[src/rtl/factorial_inverse_seq.sv]
// factorial_inverse_seq: largest n <= NMAX with n! <= V, using a 4-cycle shift-add multiply per step
module factorial_inverse_seq #(
  parameter int VW   = 14,
  parameter int NW   = 3,
  parameter int NMAX = 7
) (
  input  logic          clk,
  input  logic          rst,
  input  logic          in_valid,
  output logic          in_ready,
  input  logic [VW-1:0] in_value,
  output logic          out_valid,
  input  logic          out_ready,
  output logic [NW-1:0] out_n,
  output logic          out_exact,
  output logic          out_err
);
  typedef enum logic [1:0] {IDLE, MUL, CMP, DONE} state_t;
  state_t state, state_n;
  logic [VW-1:0] v, acc;
  logic [VW+3:0] prod;
  logic [NW-1:0] n, n_inc;
  logic [3:0] m;
  logic [1:0] cnt;
  logic exact, accept, stop, hit;
  assign accept = in_valid & in_ready;
  assign m      = 4'(n) + 4'd1;
  assign n_inc  = n + NW'(1);
  assign stop   = prod > {4'b0, v};
  assign hit    = prod == {4'b0, v};
  always_comb begin
    state_n = state;
    case (state)
      IDLE: state_n = accept ? (in_value == '0 ? DONE : MUL) : IDLE;
      MUL:  state_n = cnt == 2'd3 ? CMP : MUL;
      CMP:  state_n = (stop || n_inc == NW'(NMAX)) ? DONE : MUL;
      DONE: state_n = out_ready ? IDLE : DONE;
      default: state_n = IDLE;
    endcase
  end
  always_ff @(posedge clk) begin
    if (rst) begin
      state     <= IDLE;
      in_ready  <= 1'b1;
      out_valid <= 1'b0;
      out_n     <= '0;
      out_exact <= 1'b0;
      out_err   <= 1'b0;
      v         <= '0;
      acc       <= '0;
      prod      <= '0;
      n         <= '0;
      cnt       <= '0;
      exact     <= 1'b0;
    end else begin
      state     <= state_n;
      in_ready  <= state_n == IDLE;
      out_valid <= state_n == DONE;
      cnt       <= state == MUL ? cnt + 2'd1 : 2'd0;
      case (state)
        IDLE: if (accept) begin
          v         <= in_value;
          acc       <= VW'(1);
          n         <= NW'(1);
          exact     <= in_value == VW'(1);
          prod      <= '0;
          out_err   <= in_value == '0;
          out_n     <= '0;
          out_exact <= 1'b0;
        end
        MUL: if (m[cnt]) prod <= prod + ({4'b0, acc} << cnt);
        CMP: if (stop) begin
          out_n     <= n;
          out_exact <= exact;
        end else begin
          acc       <= prod[VW-1:0];
          n         <= n_inc;
          exact     <= hit;
          prod      <= '0;
          out_n     <= n_inc;
          out_exact <= hit;
        end
        default: ;
      endcase
    end
  end
endmodule

[config.mk]
export PLATFORM = sky130hd
export DESIGN_NAME = factorial_inverse_seq
export DESIGN_NICKNAME = d
export VERILOG_FILES = /design/src/rtl/factorial_inverse_seq.sv
export SDC_FILE = /design/constraint.sdc
export NUM_CORES = 1
export LEC_CHECK = 0
export ABC_AREA = 1
export CORE_AREA = 2 2 75 106
export CTS_CLUSTER_DIAMETER = 120
export DETAILED_ROUTE_END_ITERATION = 8
export DIE_AREA = 0 0 77 108
export HOLD_SLACK_MARGIN = 0.12
export PLACE_DENSITY = 0.79
export SETUP_SLACK_MARGIN = 0.05
export SYNTH_ARGS = -nofsm -noshare
export SYNTH_HDL_FRONTEND = slang
export SYNTH_SLANG_ARGS = --single-unit
[constraint.sdc]
create_clock -name clk -period 3.6 [get_ports clk]
set_clock_uncertainty 0.2 [all_clocks]
set_input_delay 0.72 -clock clk [delete_from_list [all_inputs] [get_ports clk]]
set_output_delay 0.72 -clock clk [all_outputs]
set_load 0.005 [all_outputs]
# After elaboration in Yosys (flattened, before gate mapping)
# Cells that the tools add are included.
[word_totals] reg_bits=61 inputBits=18 out_inout_bits=7
[classes] add_sub_neg=4 order_cmp=2 eq_ne=11 shifts=1 muxes=25 n_bitwise=2 reduce_logical=11
[ops] cell="$mux W18" n=3
[ops] cell="$pmux W18 S3" n=1
[ops] cell="$mux W14" n=2
[ops] cell="$pmux W14 S2" n=1
[ops] cell="$add A18 B18 Y18" n=1
[ops] cell="$eq A18 B14 Y1" n=1
[ops] cell="$gt A18 B14 Y1" n=1
[ops] cell="$shl A14 B2 Y18" n=1
[ops] cell="$eq A14 B1 Y1 const B" n=1
[ops] cell="$logic_not A14 Y1" n=1
[ops] cell="$pmux W3 S2" n=2
[ops] cell="$mux W2" n=5
[ops] cell="$mux W3" n=3
[ops] cell="$eq A2 B2 Y1 const B" n=4
[ops] cell="$pmux W2 S4" n=1
[ops] cell="$add A3 B1 Y4 const B" n=1
[ops] cell="$logic_not A2 Y1" n=2
[ops] cell="$mux W1" n=4
[ops] cell="$ne A2 B2 Y1 const B" n=2
[ops] cell="$pmux W1 S2" n=2
[ops] cell="$reduce_and A2 Y1" n=2
[ops] cell="$reduce_and A4 Y1" n=1
[ops] cell="$add A3 B1 Y3 const B" n=1
[ops] cell="$eq A3 B3 Y1 const B" n=1
[ops] cell="other kinds (12)" n=12

# Longest topological paths before layout
[depth] word_depth=6 ltp_mapped=18 depth_no_buf=18

# Worst setup path before layout
# OpenSTA, ideal clock, no wires.
[synth_path] kind="reg2reg" start="reg cnt[0]" end="reg prod[13]" setup_ns=0.128 t_arrival_ns=2.296 path_slack_ns=0.977 path_stages_with_launch=17 synth_period_minus_slack_ns=2.623 cell_sequence="dfxtp_1 -> buf_2 -> buf_2 -> mux2i_1 -> mux2i_1 -> ha_1 -> nand2_1 -> nor2_1 -> inv_1 -> nor2_1 -> nand2_1 -> nand2_1 -> nand2_1 -> nand3_1 -> nor2_1 -> nor2_1 -> nor2_1"
[synth_via] elab_chain_len=4
[synth_rtl] item="start, declared" line_no="24" source="logic [1:0] cnt;"
[synth_rtl] item="start signal, assigned" line_no="59" source="cnt <= state == MUL ? cnt + 2'd1 : 2'd0;"
[synth_rtl] item="$shl A14 B2 Y18 / $bmux W1 S2 (equally long branches)" line_no="71" source="MUL: if (m[cnt]) prod <= prod + ({4'b0, acc} << cnt);"
[synth_rtl] item="$add A18 B18 Y18 / $mux W1 (equally long branches)" line_no="71"
[synth_rtl] item="$mux W18 / $ne A2 B1 Y1 (equally long branches)"
[synth_rtl] item="$pmux W18 S3 / $reduce_and A4 Y1 (equally long branches)"
[synth_rtl] item="end signal, assigned" line_no="71"
[synth_rtl] item="end, declared" line_no="21" source="logic [VW+3:0] prod;"
# Parallel ways exist; a longest one is shown, timed or not. The select of a mux whose other input is x is not followed.
# A chain may end at the register's enable or synchronous reset.

# Worst setup path in the final report
[layout_path] start="reg cnt[0]" end="reg prod[14]"
# Same word-level chain as after synthesis.

==> metrics.md <==
| Metric | Value |
|---|---|
| Status | `finished, final reports clean` |
| CTS resizes | `0` |
| Crit end category | `register` |
| Fraction of layout cells with a size suffix above 1 | `5.39%` |
| P_sw | `0.460 mW` |
| Die Ht | `108 um` |
| Vias in the first global route | `4266` |
| Post-synthesis compound-gate area fraction | `12.1%` |
| CP Launch Type | `register` |
| Latest clock arrival within the worst-skew pair | `0.35 ns` |
| First-pass detailed-route iteration total | `5` |
| Fin. Hold Viols | `0` |
| Synthesis-to-layout area growth | `12.4%` |
| Simple-gate share of the synthesized area | `33.6%` |
| FFs w/ async S/R, synth | `0%` |
| FP Rows | `37` |
| Fin area | `4860 um^2` |
| Pwr Total | `1.70 mW` |
| Pwr Density | `350 nW/um^2` |
| Register area | `1180 um^2` |
| Leak Pwr | `2.16 nW` |
| Cell taking the most area after synthesis | `dfxtp_1` |
| Total Wirelength | `11200 um` |
| Post-Route Setup TNS | `0 ns` |
| Total CTS buffers | `9` |
| Commonest cells in the netlist | `nand2_1 (164), inv_1 (89), nand3_1 (68), a21oi_1 (66), nor2_1 (65)` |
| Post-synth top flop | `dfxtp_1` |
| Gpl congestion | `0.905` |
| Post-Synth Adder-Cell Area | `10.3%` |
| DP HPWL | `8700 um` |
| Post-place setup slack | `0.488 ns` |
| Post-route ant nets | `0` |
| Mux cell area share after synthesis | `4.63%` |
| Top-area cell type share of the netlist area | `27.3%` |
| Sequential area share after synthesis | `27.3%` |
| Aggregate global routing overflow | `0` |
| All-layer global routing usage | `29.3%` |
| Syn Nets | `716` |
| Xor-xnor portion of the synthesized cell area | `1.22%` |
| H-tree levels | `3` |
| Clock buffer depth | `2` |
| Nets | `735` |
| Syn Std Cell Area | `4320 um^2` |
| First-pass GRT wire length | `19200 um` |
| Combinational family with the most area after synthesis | `simple AND/OR/NAND/NOR gates` |
| Post-Place Cells | `768` |
| Switching share of power | `27.0%` |
| Worst VDD drop | `0.000360 V` |
| Average size of a mapped cell | `6.52 um^2` |
| Unique masters post-synth | `36` |
| MaxCap Viol Count | `0` |
| Comb pwr share | `14.1%` |
| Vias | `4310` |
| Routed len/inst | `14.3 um` |
| Core Area | `7310 um^2` |
| # fillers | `710` |
| Count of buffers from port buffering | `24` |
| Setup ws final | `0.519 ns` |
| Initial Utilization | `59.1%` |
| Worst EP arrival | `3.12 ns` |
| Cells taking the most area after synthesis | `dfxtp_1 (27%), nand2_1 (14%), ha_1 (9.8%)` |
| #FFs+latches synth | `59` |
| Final Critical Period | `3.08 ns` |
| Die width | `77 um` |
| Clk pwr share | `45.1%` |
| CTS Hold Buffers Added | `0` |
| Die footprint | `8320 um^2` |
| Syn Inst Count | `663` |
| RSZ-0062 raised after global routing | `no` |
| N_diodes | `0` |
| Period utilization | `85.6%` |
| Post-CTS Setup Inserts | `0` |
| Reg power frac | `40.9%` |
| CTS tree | `done` |
| Sink Count | `59` |
| Root Driver | `clkbuf_8` |
| Tightest Pin Transition | `0.708 ns` |
| Largest net degree at the start of global routing | `29` |
| Most common cell in the synthesized netlist | `nand2_1` |
| Crit Path Class | `register to register` |
| Fin. max-slew vios | `0` |
| Worst hold-check path type | `register to register` |
| Multi-input gate area in the final layout | `2670 um^2` |
| Int Pwr | `1.24 mW` |
| EDFF count, synth | `0` |
| Initial antenna violation count | `0` |
| IO Count | `25` |
| Final setup viols | `0` |
| Clock Pin Slew Worst Setup and Hold Paths | `0.07 ns` |
| Post-Layout Cell Count | `784` |
| Drc violations | `0` |
| Peak Freq | `325 MHz` |
| WP data required | `3.63 ns` |
| Placed cell area | `4610 um^2` |
| DRT iter0 DRCs | `322` |
| Max_slew headroom | `52.7%` |
| Maximum fanout along the worst path | `18` |
| Synth Warn # | `0` |
| Vias per std cell | `5.50` |
## critical path, cell delays in order, from the launching register on
cell     delay (ns)
dfxtp_1        0.78
buf_4          0.28
mux2i_1        0.26
mux2i_1        0.12
ha_1           0.40
nand2_1        0.13
nor2_1         0.18
and2_1         0.14
nand2_1        0.09
nand2_1        0.08
nand2_1        0.05
nand3_1        0.07
nor2_1         0.05
nor2_1         0.10
nor2_1         0.04
## area by class of cell
cell class / instances / share of cell area (%)
Inverter: 93 / 7.18
Timing Repair Buffer: 30 / 5.87
Tap cell: 97 / 2.50
Clock buffer: 10 / 2.83
Multi-Input combinational cell: 489 / 55.0
Clock inverter: 6 / 2.29
Sequential cell: 59 / 24.3
## state kept, by name, indices dropped and copies added (netlist names)
| register | cells |
|---|---|
| n | 1 |
| exact | 1 |
| acc | 14 |
| out_valid | 1 |
| state | 2 |
| in_ready | 1 |
| out_exact | 1 |
| out_err | 1 |
| cnt | 2 |
| prod | 18 |
| v | 14 |
| out_n | 3 |
## per-layer routing
metal	share of wire, %	track usage, %	up-vias
li1	-	-	2192
met1	40	32.2	1946
met2	51	53.3	136
met3	4.9	6.01	36
met4	3.8	14.8	0
met5	0	0	-
## power groups by stage
stage | logic (mW) | registers [mW] | clock network [mW]
final | 0.239 | 0.695 | 0.766
after detailed placement | 0.238 | 0.710 | 0
after CTS | 0.239 | 0.694 | 0.775
after global placement | 0.232 | 0.708 | 0
after global routing | 0.270 | 0.697 | 0.806
after floorplan | 0.172 | 0.703 | 0
## per-stage QoR
stage	hold WS [ns]	util [%]
6_report	0.265	66.4
5_1_grt	0.293	66.4
4_1_cts	0.271	66.4
3_5_place_dp	0.261	63.0
3_3_place_gp	0.254	63.0
2_1_floorplan	0.235	-
## cell usage in the layout, fill, tap and decap left out, types with 3 or more instances in the layout
cell type,netlist,routed
nor2_1,65,65
nand2_4,3,3
a21oi_1,66,66
nor4_1,5,5
xnor2_1,5,5
nand3b_1,3,3
ha_1,34,34
clkdlybuf4s50_1,0,24
a21boi_0,3,3
buf_4,4,6
bufinv_16,0,3
nand4_1,9,9
o21ai_0,24,24
inv_2,3,3
inv_1,89,89
mux2i_1,20,20
nand3_1,68,68
and2_1,3,3
nand2_1,164,164
clkbuf_8,0,10
dfxtp_1,59,59
## cells by family after synthesis
group,Yosys count
AND/OR/NAND/NOR,331
buffers and inverters,115
AO/OA/AOI/OAI,97
flip-flops,59
adder cells (fa/ha/maj),35
multiplexers,20
XOR/XNOR,6
## worst paths after layout
check          from       end  slack (ns)  depth (start not counted)
max          cnt[0]  prod[14]        0.52                         14
min           v[12]     v[12]        0.27                          2
max reg2reg  cnt[0]  prod[14]        0.52                         14
min reg2reg   v[12]     v[12]        0.27                          2
Note: power is estimated with default switching activity, not from simulation.
